<file path="config.mk">
export PLATFORM = sky130hd
export DESIGN_NAME = reloj_bcd_sync
export DESIGN_NICKNAME = d
export VERILOG_FILES = /design/src/rtl/reloj_bcd_sync.sv
export SDC_FILE = /design/constraint.sdc
export NUM_CORES = 1
export LEC_CHECK = 0
export ABC_AREA = 1
export CORE_MARGIN = 5
export CORE_UTILIZATION = 40
export CTS_CLUSTER_SIZE = 10
export DETAILED_ROUTE_END_ITERATION = 10
export PLACE_DENSITY = 0.57
export SLEW_MARGIN = 10
export SYNTH_ARGS = -nofsm -noshare
export SYNTH_HDL_FRONTEND = slang
export SYNTH_SLANG_ARGS = --single-unit
</file>
<file path="constraint.sdc">
create_clock -name clk -period 4.2 [get_ports clk]
set_input_delay 0.63 -clock clk [delete_from_list [all_inputs] [get_ports clk]]
set_output_delay 0.63 -clock clk [all_outputs]
set_load 0.01 [all_outputs]
</file>
<file path="src/rtl/reloj_bcd_sync.sv">
// reloj_bcd_sync: single-clock BCD time-of-day clock (HH:MM:SS).
//
// A prescaler derives a one-cycle 1 Hz tick from clk. Two buttons are
// synchronised and edge-detected:
//   - set advances the set FSM RUN -> SET_M0 -> SET_M1 -> SET_H -> RUN.
//   - P0 increments the field currently being set.
// Hours are stored as 24-hour BCD. The 12/24-hour conversion and the
// field blinking are display-only decodes of the registered state.
//
// Ports:
//   clk     master clock
//   rst     asynchronous reset, active-high
//   P0      increment button (asynchronous)
//   set     mode-advance button (asynchronous)
//   mode12  1 = 12-hour display, 0 = 24-hour display
//   S0/S1   seconds units/tens (BCD)
//   M0/M1   minutes units/tens (BCD)
//   H0/H1   hours units/tens (BCD)
//   Dots    colon, 1 Hz with 50 % duty
//   pm      1 when the stored hour is 12 or later
//   sel     FSM state code
module reloj_bcd_sync #(
    parameter int unsigned CLK_HZ   = 1000000,
    parameter int unsigned BLINK_HZ = 2
) (
    input  logic       clk,
    input  logic       rst,
    input  logic       P0,
    input  logic       set,
    input  logic       mode12,
    output logic [3:0] S0,
    output logic [2:0] S1,
    output logic [3:0] M0,
    output logic [3:0] M1,
    output logic [3:0] H0,
    output logic [1:0] H1,
    output logic       Dots,
    output logic       pm,
    output logic [1:0] sel
);

    localparam int unsigned BlinkHalf = CLK_HZ / (2 * BLINK_HZ);
    localparam int unsigned PcW       = (CLK_HZ > 1) ? $clog2(CLK_HZ) : 1;
    localparam int unsigned BcW       = (BlinkHalf > 1) ? $clog2(BlinkHalf) : 1;
    localparam logic [PcW-1:0] PcMax  = PcW'(CLK_HZ - 1);
    localparam logic [PcW-1:0] PcHalf = PcW'(CLK_HZ / 2);
    localparam logic [BcW-1:0] BcMax  = BcW'(BlinkHalf - 1);

    typedef enum logic [1:0] {
        StRun   = 2'd0,
        StSetM0 = 2'd1,
        StSetM1 = 2'd2,
        StSetH  = 2'd3
    } state_e;

    state_e         state_q, state_d;
    logic [PcW-1:0] pc_q, pc_d;
    logic [BcW-1:0] bc_q, bc_d;
    logic           blink_q, blink_d;
    // [0] first sync stage, [1] second sync stage, [2] edge-detect history
    logic [2:0]     p0_sync_q, p0_sync_d;
    logic [2:0]     set_sync_q, set_sync_d;
    logic [3:0]     s0_q, s0_d;
    logic [2:0]     s1_q, s1_d;
    logic [3:0]     m0_q, m0_d;
    logic [2:0]     m1_q, m1_d;
    logic [3:0]     h0_q, h0_d;
    logic [1:0]     h1_q, h1_d;

    logic       tick;
    logic       p0_edge;
    logic       set_edge;
    logic [3:0] h0_inc;
    logic [1:0] h1_inc;

    assign tick     = (pc_q == PcMax);
    assign p0_edge  = p0_sync_q[1] & ~p0_sync_q[2];
    assign set_edge = set_sync_q[1] & ~set_sync_q[2];

    // Hour increment with 23 -> 00 wrap, shared by RUN carry and SET_H.
    always_comb begin
        h0_inc = h0_q + 4'd1;
        h1_inc = h1_q;
        if (h1_q == 2'd2 && h0_q == 4'd3) begin
            h0_inc = 4'd0;
            h1_inc = 2'd0;
        end else if (h0_q == 4'd9) begin
            h0_inc = 4'd0;
            h1_inc = h1_q + 2'd1;
        end
    end

    always_comb begin
        pc_d       = tick ? '0 : pc_q + PcW'(1);
        bc_d       = (bc_q == BcMax) ? '0 : bc_q + BcW'(1);
        blink_d    = (bc_q == BcMax) ? ~blink_q : blink_q;
        p0_sync_d  = {p0_sync_q[1:0], P0};
        set_sync_d = {set_sync_q[1:0], set};
        state_d    = state_q;
        s0_d       = s0_q;
        s1_d       = s1_q;
        m0_d       = m0_q;
        m1_d       = m1_q;
        h0_d       = h0_q;
        h1_d       = h1_q;

        if (set_edge) begin
            // set wins over a simultaneous P0 edge or tick.
            unique case (state_q)
                StRun: begin
                    state_d = StSetM0;
                    s0_d    = 4'd0;
                    s1_d    = 3'd0;
                end
                StSetM0: state_d = StSetM1;
                StSetM1: state_d = StSetH;
                StSetH: begin
                    state_d = StRun;
                    pc_d    = '0;
                end
                default: state_d = StRun;
            endcase
        end else if (state_q == StRun) begin
            if (tick) begin
                s0_d = (s0_q == 4'd9) ? 4'd0 : s0_q + 4'd1;
                if (s0_q == 4'd9) begin
                    s1_d = (s1_q == 3'd5) ? 3'd0 : s1_q + 3'd1;
                    if (s1_q == 3'd5) begin
                        m0_d = (m0_q == 4'd9) ? 4'd0 : m0_q + 4'd1;
                        if (m0_q == 4'd9) begin
                            m1_d = (m1_q == 3'd5) ? 3'd0 : m1_q + 3'd1;
                            if (m1_q == 3'd5) begin
                                h0_d = h0_inc;
                                h1_d = h1_inc;
                            end
                        end
                    end
                end
            end
        end else if (p0_edge) begin
            unique case (state_q)
                StSetM0: m0_d = (m0_q == 4'd9) ? 4'd0 : m0_q + 4'd1;
                StSetM1: m1_d = (m1_q == 3'd5) ? 3'd0 : m1_q + 3'd1;
                StSetH: begin
                    h0_d = h0_inc;
                    h1_d = h1_inc;
                end
                default: ;
            endcase
        end
    end

    always_ff @(posedge clk or posedge rst) begin
        if (rst) begin
            state_q    <= StRun;
            pc_q       <= '0;
            bc_q       <= '0;
            blink_q    <= 1'b0;
            p0_sync_q  <= '0;
            set_sync_q <= '0;
            s0_q       <= '0;
            s1_q       <= '0;
            m0_q       <= '0;
            m1_q       <= '0;
            h0_q       <= '0;
            h1_q       <= '0;
        end else begin
            state_q    <= state_d;
            pc_q       <= pc_d;
            bc_q       <= bc_d;
            blink_q    <= blink_d;
            p0_sync_q  <= p0_sync_d;
            set_sync_q <= set_sync_d;
            s0_q       <= s0_d;
            s1_q       <= s1_d;
            m0_q       <= m0_d;
            m1_q       <= m1_d;
            h0_q       <= h0_d;
            h1_q       <= h1_d;
        end
    end

    // Display decode: 12/24-hour conversion first, then blanking.
    logic [4:0] hour_bin;
    logic [4:0] disp_bin;
    logic [3:0] h0_disp;
    logic [1:0] h1_disp;

    always_comb begin
        hour_bin = ({3'b000, h1_q} * 5'd10) + {1'b0, h0_q};
        disp_bin = hour_bin;
        h0_disp  = h0_q;
        h1_disp  = h1_q;
        if (mode12) begin
            if (hour_bin == 5'd0) begin
                disp_bin = 5'd12;
            end else if (hour_bin > 5'd12) begin
                disp_bin = hour_bin - 5'd12;
            end
            if (disp_bin >= 5'd10) begin
                h1_disp = 2'd1;
                h0_disp = 4'(disp_bin - 5'd10);
            end else begin
                h1_disp = 2'd0;
                h0_disp = disp_bin[3:0];
            end
        end

        S0   = s0_q;
        S1   = s1_q;
        M0   = (blink_q && state_q == StSetM0) ? 4'hF : m0_q;
        M1   = (blink_q && state_q == StSetM1) ? 4'hF : {1'b0, m1_q};
        H0   = (blink_q && state_q == StSetH) ? 4'hF : h0_disp;
        H1   = (blink_q && state_q == StSetH) ? 2'b11 : h1_disp;
        Dots = (pc_q < PcHalf);
        pm   = (hour_bin >= 5'd12);
        sel  = state_q;
    end

endmodule

</file>
# --- After elaboration in Yosys (flattened, before gate mapping) ---
# Index checks and enable logic that the tools add are counted.
# Widths: inputs -> output; s select.
op_classes:
  add_sub_neg: 11
  mul: 1
  magnitude_cmp: 4
  eq_ne: 17
  n_mux: 62
  bitwise: 6
  reduce_logical: 17
ops:
  columns: ["cell", "count"]
  rows:
  - ["$mux 4", 27]
  - ["$mux 20", 3]
  - ["$mux 3", 14]
  - ["$mux 2", 12]
  - ["$add 20x1->20 const B", 1]
  - ["$eq 20x20->1 const B", 1]
  - ["$lt 20x19->1 const B", 1]
  - ["$add 18x1->18 const B", 1]
  - ["$eq 18x18->1 const B", 1]
  - ["$mux 18", 1]
  - ["$mux 5", 3]
  - ["$add 4x1->4 const B", 3]
  - ["$eq 4x4->1 const B", 3]
  - ["$reduce_bool 2->1", 6]
  - ["$ge 5x4->1 const B", 2]
  - ["$ne 2x1->1 const B", 4]
  - ["$pmux 2 s4", 1]
  - ["$reduce_and 8->1", 1]
  - ["$reduce_and 7->1", 1]
  - ["$add 3x1->3 const B", 2]
  - ["$eq 2x2->1 const B", 3]
  - ["$eq 3x3->1 const B", 2]
  - ["$reduce_and 6->1", 1]
  - ["$add 5x4->5", 1]
  - ["other kinds (16)", 23]
totals:
  ff_bits: 67
  output_inout_bits: 25

# --- Depth between registers and ports, before layout ---
# Gate-level depths: netlist of run 1.
depth:
  ltp_word: 10
  depth_mapped: 19
  depth_no_buf: 19

# --- Least setup slack after synthesis of run 1 ---
# OpenSTA, ideal clock, no wires.
synth_path:
  path_type: "reg2out"
  from: "reg h0_q[1]"
  to: "out H0[2]"
  arrival_time_ps: 2555
  t_required_ps: 3570
  setup_slack_ps: 1015
  path_stages_with_launch: 17
  cell_sequence: "dfrtp_1 -> ha_1 -> inv_1 -> fa_1 -> xnor2_1 -> ha_1 -> inv_1 -> nor2_1 -> o211ai_1 -> nand2_1 -> inv_1 -> ha_1 -> inv_1 -> nand2_2 -> nand3_1 -> nand2_1 -> o21ai_1"
synth_via:
  elab_chain_cells: 9
  elab_cells_between_ends: 12
  cone_classes: "add/sub (3); order compare (2); mux (6); reduce/logical (1)"
synth_rtl:
  columns: ["item", "line_no", "text"]
  rows:
  - ["start: declaration", "67", "logic [3:0] h0_q, h0_d;"]
  - ["start signal: assignment", "165", "h0_q <= '0;"]
  - ["start signal: assignment", "178", "h0_q <= h0_d;"]
  - ["$add 5x4->5 *", "190", "hour_bin = ({3'b000, h1_q} * 5'd10) + {1'b0, h0_q};"]
  - ["$sub 5x4->5 / $gt 5x4->1 (equally long branches)", "198, 197", null]
  - ["$mux 5", "197", "end else if (hour_bin > 5'd12) begin"]
  - ["$mux 5 *", "195", "if (hour_bin == 5'd0) begin"]
  - ["$mux 5 *", "194", "if (mode12) begin"]
  - ["$sub 4x4->4 / $ge 5x4->1 (equally long branches)", "202, 200", null]
  - ["$mux 4 *", "200", "if (disp_bin >= 5'd10) begin"]
  - ["$mux 4 *", "194", null]
  - ["$mux 4 *", "213", "H0 = (blink_q && state_q == StSetH) ? 4'hF : h0_disp;"]
  - ["end: declaration", "35", "output logic [3:0] H0,"]
# Mark *: on every way between the ends. The rest lies on a longest branch, timed or not. The select of a mux whose other input is x is not followed.

# --- Final worst setup path of run 1 ---
layout_path:
  from: "reg h0_q[1]"
  to: "out H0[3]"
# The elaborated chain is that of the path after synthesis.

==> impl_metrics.tcl, run 1 <==
set metrics [dict create \
    status "finished, final reports clean" \
    grt_max_degree 36 \
    avgViaCountPerCell 4.925 \
    drtPass1Iterations 5 \
    place_hpwl_um 6477 \
    maximum_vdd_drop_v 0.0002082 \
    drc 0 \
    timing.setup.critical_path_class "register to primary output" \
    total_area_of_multi_input_combinational_cells_um2 2073 \
    clk_sink_count 67 \
    dp_cells 685 \
    startpoint_type "register" \
    cts_max_path_buffers 2 \
    cts_buffers 9 \
    critPathArrivalTime_ns 3.33 \
    detail_route.iter0.violations 219 \
    worst_skew_ns 0.01324 \
    antenna_cells 0 \
    final.setup.tns_ns 0 \
    worstMarginPinSlew_ns 0.8419 \
    die_w_um 111.1 \
    grt_pass1_wl_um 15150 \
    placementRows 37 \
    number_of_global_route_vias_before_repair 3408 \
    core_um2 10140 \
    synth_simple_gate_area_share_pct 31.77 \
    p_sw_mw 0.8658 \
    ys.warnings.count 0 \
    synth_cell_type_count 45 \
    root_buffer "clkbuf_8" \
    start_util_pct 40.32 \
    power-per-cell-area_nw_per_um2 492.7 \
    port-buffer-count 29 \
    complex_gate_fraction_of_the_synthesized_area_pct 8.601 \
    grt_antenna_before_repair 0 \
    synth_top_family_by_area "simple AND/OR/NAND/NOR gates" \
    clock_tree_from_tritoncts "done" \
    finalNonFillerCells 704 \
    clock_power_share_pct 28.1 \
    fmax_mhz 252.5 \
    cell_internal_pwr_mw 1.519 \
    synthToLayoutAreaGrowth_pct 18.43 \
    max-slew-margin-rel_pct 43.86 \
    final_hold_viol_count 0 \
    fp.dieArea_um2 12340 \
    seqPwrFrac_pct 36.4 \
    final_util_pct 47.75 \
    share_of_power_burned_in_combinational_logic_pct 35.5 \
    route.vias.total 3467 \
    postSynthAreaPerCell_um2 7.831 \
    synth_cells 522 \
    crit_required_ns 3.57 \
    final_antenna_net_count 0 \
    clk_pin_slew_worst_paths_ns 0.07 \
    synth-seq-area-share_pct 41.02 \
    worstPathMaxFanout 4 \
    groute.usage.overall_pct 14.53 \
    cap_viol_max_count 0 \
    post_route_cells_drive_above_1_share_pct 11.80 \
    power.leakage_nw 2.432 \
    post_synth_xor_area_fraction_pct 4.285 \
    synthAdderAreaFrac_pct 5.387 \
    min_clock_period_post_route_ns 3.960 \
    cts.hold.buffers_added 0 \
    clock_latency_ns 0.35 \
    detail_route.wirelength_um 8657 \
    gp_congestion 0.8064 \
    period_share_pct 94.29 \
    hold_class "register to register" \
    synth_nets 544 \
    timing_max_transition_violations_final 0 \
    ys_ff_latch 67 \
    critical_path.endpoint_type "primary output" \
    layout.area.seq_um2 1679 \
    grt_setup_unrepaired "false" \
    synth_mux_area_share_pct 0 \
    top_level_pins 30 \
    dieHeight_um 111.1 \
    wl_per_cell_um 12.30 \
    setup-violations-final 0 \
    power.share.switching_pct 36.30 \
    final.fill_count 975 \
    cts_htree_levels 3 \
    grt_overflow_total 0 \
    synthesis.area_um2 4088 \
    final_nets 585 \
]
==> critical path, stage by stage, from the launching register on <==
cell             delay (ns)
dfrtp_1                0.37
ha_1                   0.19
inv_1                  0.06
fa_2                   0.56
inv_1                  0.08
ha_1                   0.20
inv_1                  0.09
nor2_2                 0.06
o211ai_1               0.16
nand2_1                0.11
inv_1                  0.07
ha_1                   0.14
inv_1                  0.06
nand2_2                0.10
nand2_1                0.05
o21ai_0                0.15
clkdlybuf4s50_1        0.55
==> worst paths after layout <==
check	start	to	slack, ns	depth (start not counted)
worst max-delay path	h0_q[1]	H0[3]	0.24	16
worst min-delay path	p0_sync_q[1]	p0_sync_q[2]	0.38	0
worst max register to register	sel[1]	h0_q[2]	1.82	11
worst min register to register	p0_sync_q[1]	p0_sync_q[2]	0.38	0
max in group asynchronous	rst	h0_q[2]	2.54	3
min in group asynchronous	rst	bc_q[1]	0.70	2
==> routing by layer <==
layer / global-route usage (%) / routed length, um / vias up
met5: 0 / 0 / -
met4: 4.380 / 57 / 0
met3: 3.712 / 322 / 6
met2: 24.60 / 4152 / 61
met1: 18.28 / 4125 / 1625
li1: - / - / 1775
==> what timing repair did <==
action / in CTS / in global routing
pin swaps: 0 / 1
buffers inserted: 3 / 0
resized for setup: 5 / 7
endpoints found under the setup margin: 3 / 4
==> cell families after synthesis <==
group           count (synthesis)
fa+ha+maj                      17
compound gates                 61
simple gates                  263
xor+xnor                       20
buf+inv                        94
flops                          67
==> flip-flops by register name (all words and copies together) (netlist names) <==
name and flops:
S1 3, m0_q 4, m1_q 3, h0_q 4, set_sync_q 3, pc_q 20, bc_q 18, sel 2
blink_q 1, S0 4, p0_sync_q 3, h1_q 2
==> cell usage after synthesis (all sizes together) <==
cell type	n	area [um2]
or2	3	18.77
xor2	18	157.7
nand2	107	419.2
o21bai	1	7.510
ha	16	200.2
nand3	41	242.7
xnor2	2	17.52
nand4	18	112.6
o41ai	1	8.760
o311ai	1	8.760
o21a	2	15.01
o21ai	25	128.9
fa	1	20.02
inv	90	337.8
a211oi	1	7.510
a21oi	20	103.9
a221oi	1	8.760
a31oi	4	25.02
nor3b	1	7.510
nor3	16	100.1
buf	3	23.77
o211ai	4	30.03
clkinv	1	3.750
and2	2	12.51
nor4	8	68.82
nor2	66	309.0
nand3b	1	7.510
o31ai	1	7.510
dfrtp	67	1677
==> cell usage in the layout, fill, tap and decap left out, types with 3 or more instances in the layout <==
master and instances:
nand2_1 102, inv_1 86, dfrtp_1 65, nor2_1 52, nand3_1 34, clkdlybuf4s50_1 26
a21oi_1 19, nand4_1 18, xor2_1 17, o21ai_0 16, ha_1 15, nor3_1 12
nor2_2 10, clkbuf_8 10, o21ai_1 8, nand3_2 6, nor4_1 5, o211ai_1 4
nand2_2 4, nor3_2 4, a31oi_1 4, inv_2 4, buf_4 4, nor2_4 3
nor4_2 3, bufinv_16 3, dlymetal6s2s_1 3
==> layout make-up <==
class | count | share of cell area, %
sequential | 67 | 34.69
clock inverter | 6 | 2.300
clock buffer | 10 | 2.843
multi-input combinational | 361 | 42.83
timing repair buffer | 33 | 6.772
inverter | 91 | 7.056
tap | 136 | 3.515
==> through the flow <==
stage | setup slack (ns) | power (mW) | hold WS [ns] | area (um2)
after floorplan | 1.015 | 1.424 | 0.3312 | 4088
after global placement | 0.4122 | 1.708 | 0.3586 | 4532
after detailed placement | 0.2195 | 1.727 | 0.3663 | 4532
after CTS | 0.007869 | 2.417 | 0.3816 | 4816
after global routing | 0.003220 | 2.572 | 0.4008 | 4841
final | 0.2399 | 2.385 | 0.3775 | 4841
==> power by group through the flow <==
stage               Clock [mW]  Sequential, mW  Combinational [mW]
floorplan                    0           0.871               0.553
global placement             0           0.881               0.827
detailed placement           0           0.881               0.846
CTS                      0.690           0.868               0.858
global route             0.720           0.888               0.964
finish                   0.670           0.867               0.848
No activity file was read; power rests on OpenSTA's default activity.
==> run 2: changes to the inputs <==
==> constraint.sdc (replaced) <==
create_clock -name clk -period 4.2 [get_ports clk]
set_input_delay 0.63 -clock clk [delete_from_list [all_inputs] [get_ports clk]]
set_output_delay 0.63 -clock clk [all_outputs]
set_load 0.1 [all_outputs]
==> run 2 against run 1 <==
Compared with the run above:
- global-route usage is essentially flat
- sequential power grew 0.7%
- clock power shrank 12%
- maximum frequency grew 1.0%
- via count shrank 1.4%
- critical path type unchanged
- sequential share of layout area grew 0.23 points
- sequential cell count is the same
- die area is the same
- cell count shrank 0.43%
- non-clock buffer count shrank 3
- total power grew 24%
- clock-buffer cell count shrank 1
==> impl_metrics.tcl, run 2 (synthesis gave the netlist of run 1 again) <==
set metrics [dict create \
    place_hpwl_um 6520 \
    critPathArrivalTime_ns 3.29 \
    final_cell_area_um2 4808 \
    cell_internal_pwr_mw 1.490 \
    fp.dieArea_um2 12340 \
    clock_power_share_pct 19.8 \
    critical_path.endpoint_type "primary output" \
    hold_ws_ns 0.3600 \
    start_util_pct 40.32 \
    whs_path_depth 0 \
    seqPwrFrac_pct 29.4 \
    grt_setup_unrepaired "false" \
    p_sw_mw 1.475 \
    hold_class "register to register" \
    min_clock_period_post_route_ns 3.919 \
    reg2regPathDepth 11 \
    drtPass1Iterations 5 \
    crit_required_ns 3.57 \
    setup-violations-final 0 \
    power.leakage_nw 2.386 \
    dieHeight_um 111.1 \
    final.setup.tns_ns 0 \
    drc 0 \
    cts_buffers 9 \
    status "finished, final reports clean" \
    route.vias.total 3419 \
    layout.cells.most_common "nand2_1" \
    gp_congestion 0.8471 \
    final_nets 582 \
    grt_pass1_wl_um 15200 \
    timing.setup.critical_path_class "register to primary output" \
    final_hold_viol_count 0 \
    power-per-cell-area_nw_per_um2 616.6 \
    cts.hold.buffers_added 0 \
    core_um2 10140 \
    clock_tree_from_tritoncts "done" \
    maximum_vdd_drop_v 0.0002680 \
    number_of_global_route_vias_before_repair 3400 \
    die_w_um 111.1 \
    top_reg_by_flops "pc_q" \
    post_route_cells_drive_above_1_share_pct 12.04 \
    timing_max_transition_violations_final 0 \
    cell_area_after_placement_um2 4571 \
    antenna_cells 0 \
    final_antenna_net_count 0 \
    worstPathMaxFanout 6 \
    startpoint_type "register" \
    fmax_mhz 255.1 \
    worst_skew_ns 0.01173 \
    groute.usage.overall_pct 14.52 \
    max-slew-margin-rel_pct 34.48 \
    grt_overflow_total 0 \
    avgViaCountPerCell 4.877 \
    detail_route.iter0.violations 199 \
    grt_antenna_before_repair 0 \
    reg_top3 "pc_q: 20 flops, bc_q: 18 flops" \
    period_share_pct 93.32 \
    cts_max_path_buffers 2 \
    clock_latency_ns 0.34 \
    clk_pin_slew_worst_paths_ns 0.08 \
    share_of_power_burned_in_combinational_logic_pct 50.8 \
    top_level_pins 30 \
    wl_per_cell_um 12.31 \
    post_cts_buffers 0 \
    cap_viol_max_count 0 \
    worstMarginPinSlew_ns 0.9797 \
    placementRows 37 \
    clk_sink_count 67 \
    largest_register_ffs 20 \
    power.share.switching_pct 49.75 \
    synthToLayoutAreaGrowth_pct 17.63 \
    detail_route.wirelength_um 8629 \
    final_cell_mix "102 x nand2_1, 87 x inv_1, 65 x dfrtp_1" \
    root_buffer "clkbuf_8" \
    grt_max_degree 42 \
    cts_htree_levels 3 \
    port-buffer-count 29 \
    post_cts_resize_count 0 \
]
-- run 2: cell count changes in the layout (fill, tap and decap cells not counted), sizes merged --
cell	before	now
buf	4	7
bufinv	3	2
clkbuf	10	9
clkdlybuf4s50	26	23
clkinv	2	4
dlymetal6s2s	3	0
-- run 2: layout make-up --
class,count,area [um2]
well taps,136,170.2
clock buffers,9,123.9
clock inverters,7,91.34
repair buffers,30,332.8
multi-input cells,361,2069
inverters,91,341.6
fillers,1009,5330
flip-flops and latches,67,1679
-- run 2: per-stage QoR --
step | total power, mW | instances | setup slack [ns] | util, %
3_3_place_gp | 2.361 | 685 | 0.6931 | 45.08
2_1_floorplan | 2.017 | 522 | 0.009804 | -
3_5_place_dp | 2.392 | 685 | 0.5121 | 45.08
6_report | 2.965 | 701 | 0.2806 | 47.43
4_1_cts | 2.993 | 701 | 0.1255 | 47.20
5_1_grt | 3.145 | 701 | 0.03121 | 47.43
-- run 2: worst paths after layout --
| path | slack (ns) | start | endpoint |
|---|---|---|---|
| min in group asynchronous | 0.78 | rst | pc_q[11] |
| hold / removal | 0.36 | set_sync_q[1] | set_sync_q[2] |
| setup reg to reg | 1.80 | sel[0] | m0_q[3] |
| hold reg to reg | 0.36 | set_sync_q[1] | set_sync_q[2] |
| max in group asynchronous | 2.55 | rst | bc_q[5] |
| setup / recovery | 0.28 | h0_q[1] | H0[2] |
-- run 2: routing by layer --
layer  up-vias  GRT usage [%]  wire (um)
met5         -              0          0
met4         0          5.677         77
met3         7          2.675        243
met2        65          24.39       4152
met1      1580          18.52       4155
li1       1767              -          -
-- run 2: worst max-delay path, stage by stage, from the launching register on --
cell and delay [ns]:
dfrtp_2 0.41, ha_1 0.20, inv_1 0.06, fa_2 0.39
xor2_2 0.18, ha_1 0.17, inv_1 0.04, nor2_1 0.14
nand3_1 0.15, nand2_1 0.09, inv_1 0.04, nand2_1 0.09
inv_1 0.05, ha_1 0.18, inv_1 0.09, nand2_2 0.09
nand3_1 0.11, nand2_1 0.09, o21ai_2 0.18, buf_12 0.20
-- run 2: power by group through the flow --
stage | clock [mW] | combinational (mW) | sequential (mW)
final | 0.587 | 1.50 | 0.873
after global routing | 0.635 | 1.62 | 0.893
after CTS | 0.608 | 1.51 | 0.871
after detailed placement | 0 | 1.51 | 0.882
after global placement | 0 | 1.48 | 0.879
after floorplan | 0 | 0.900 | 1.12
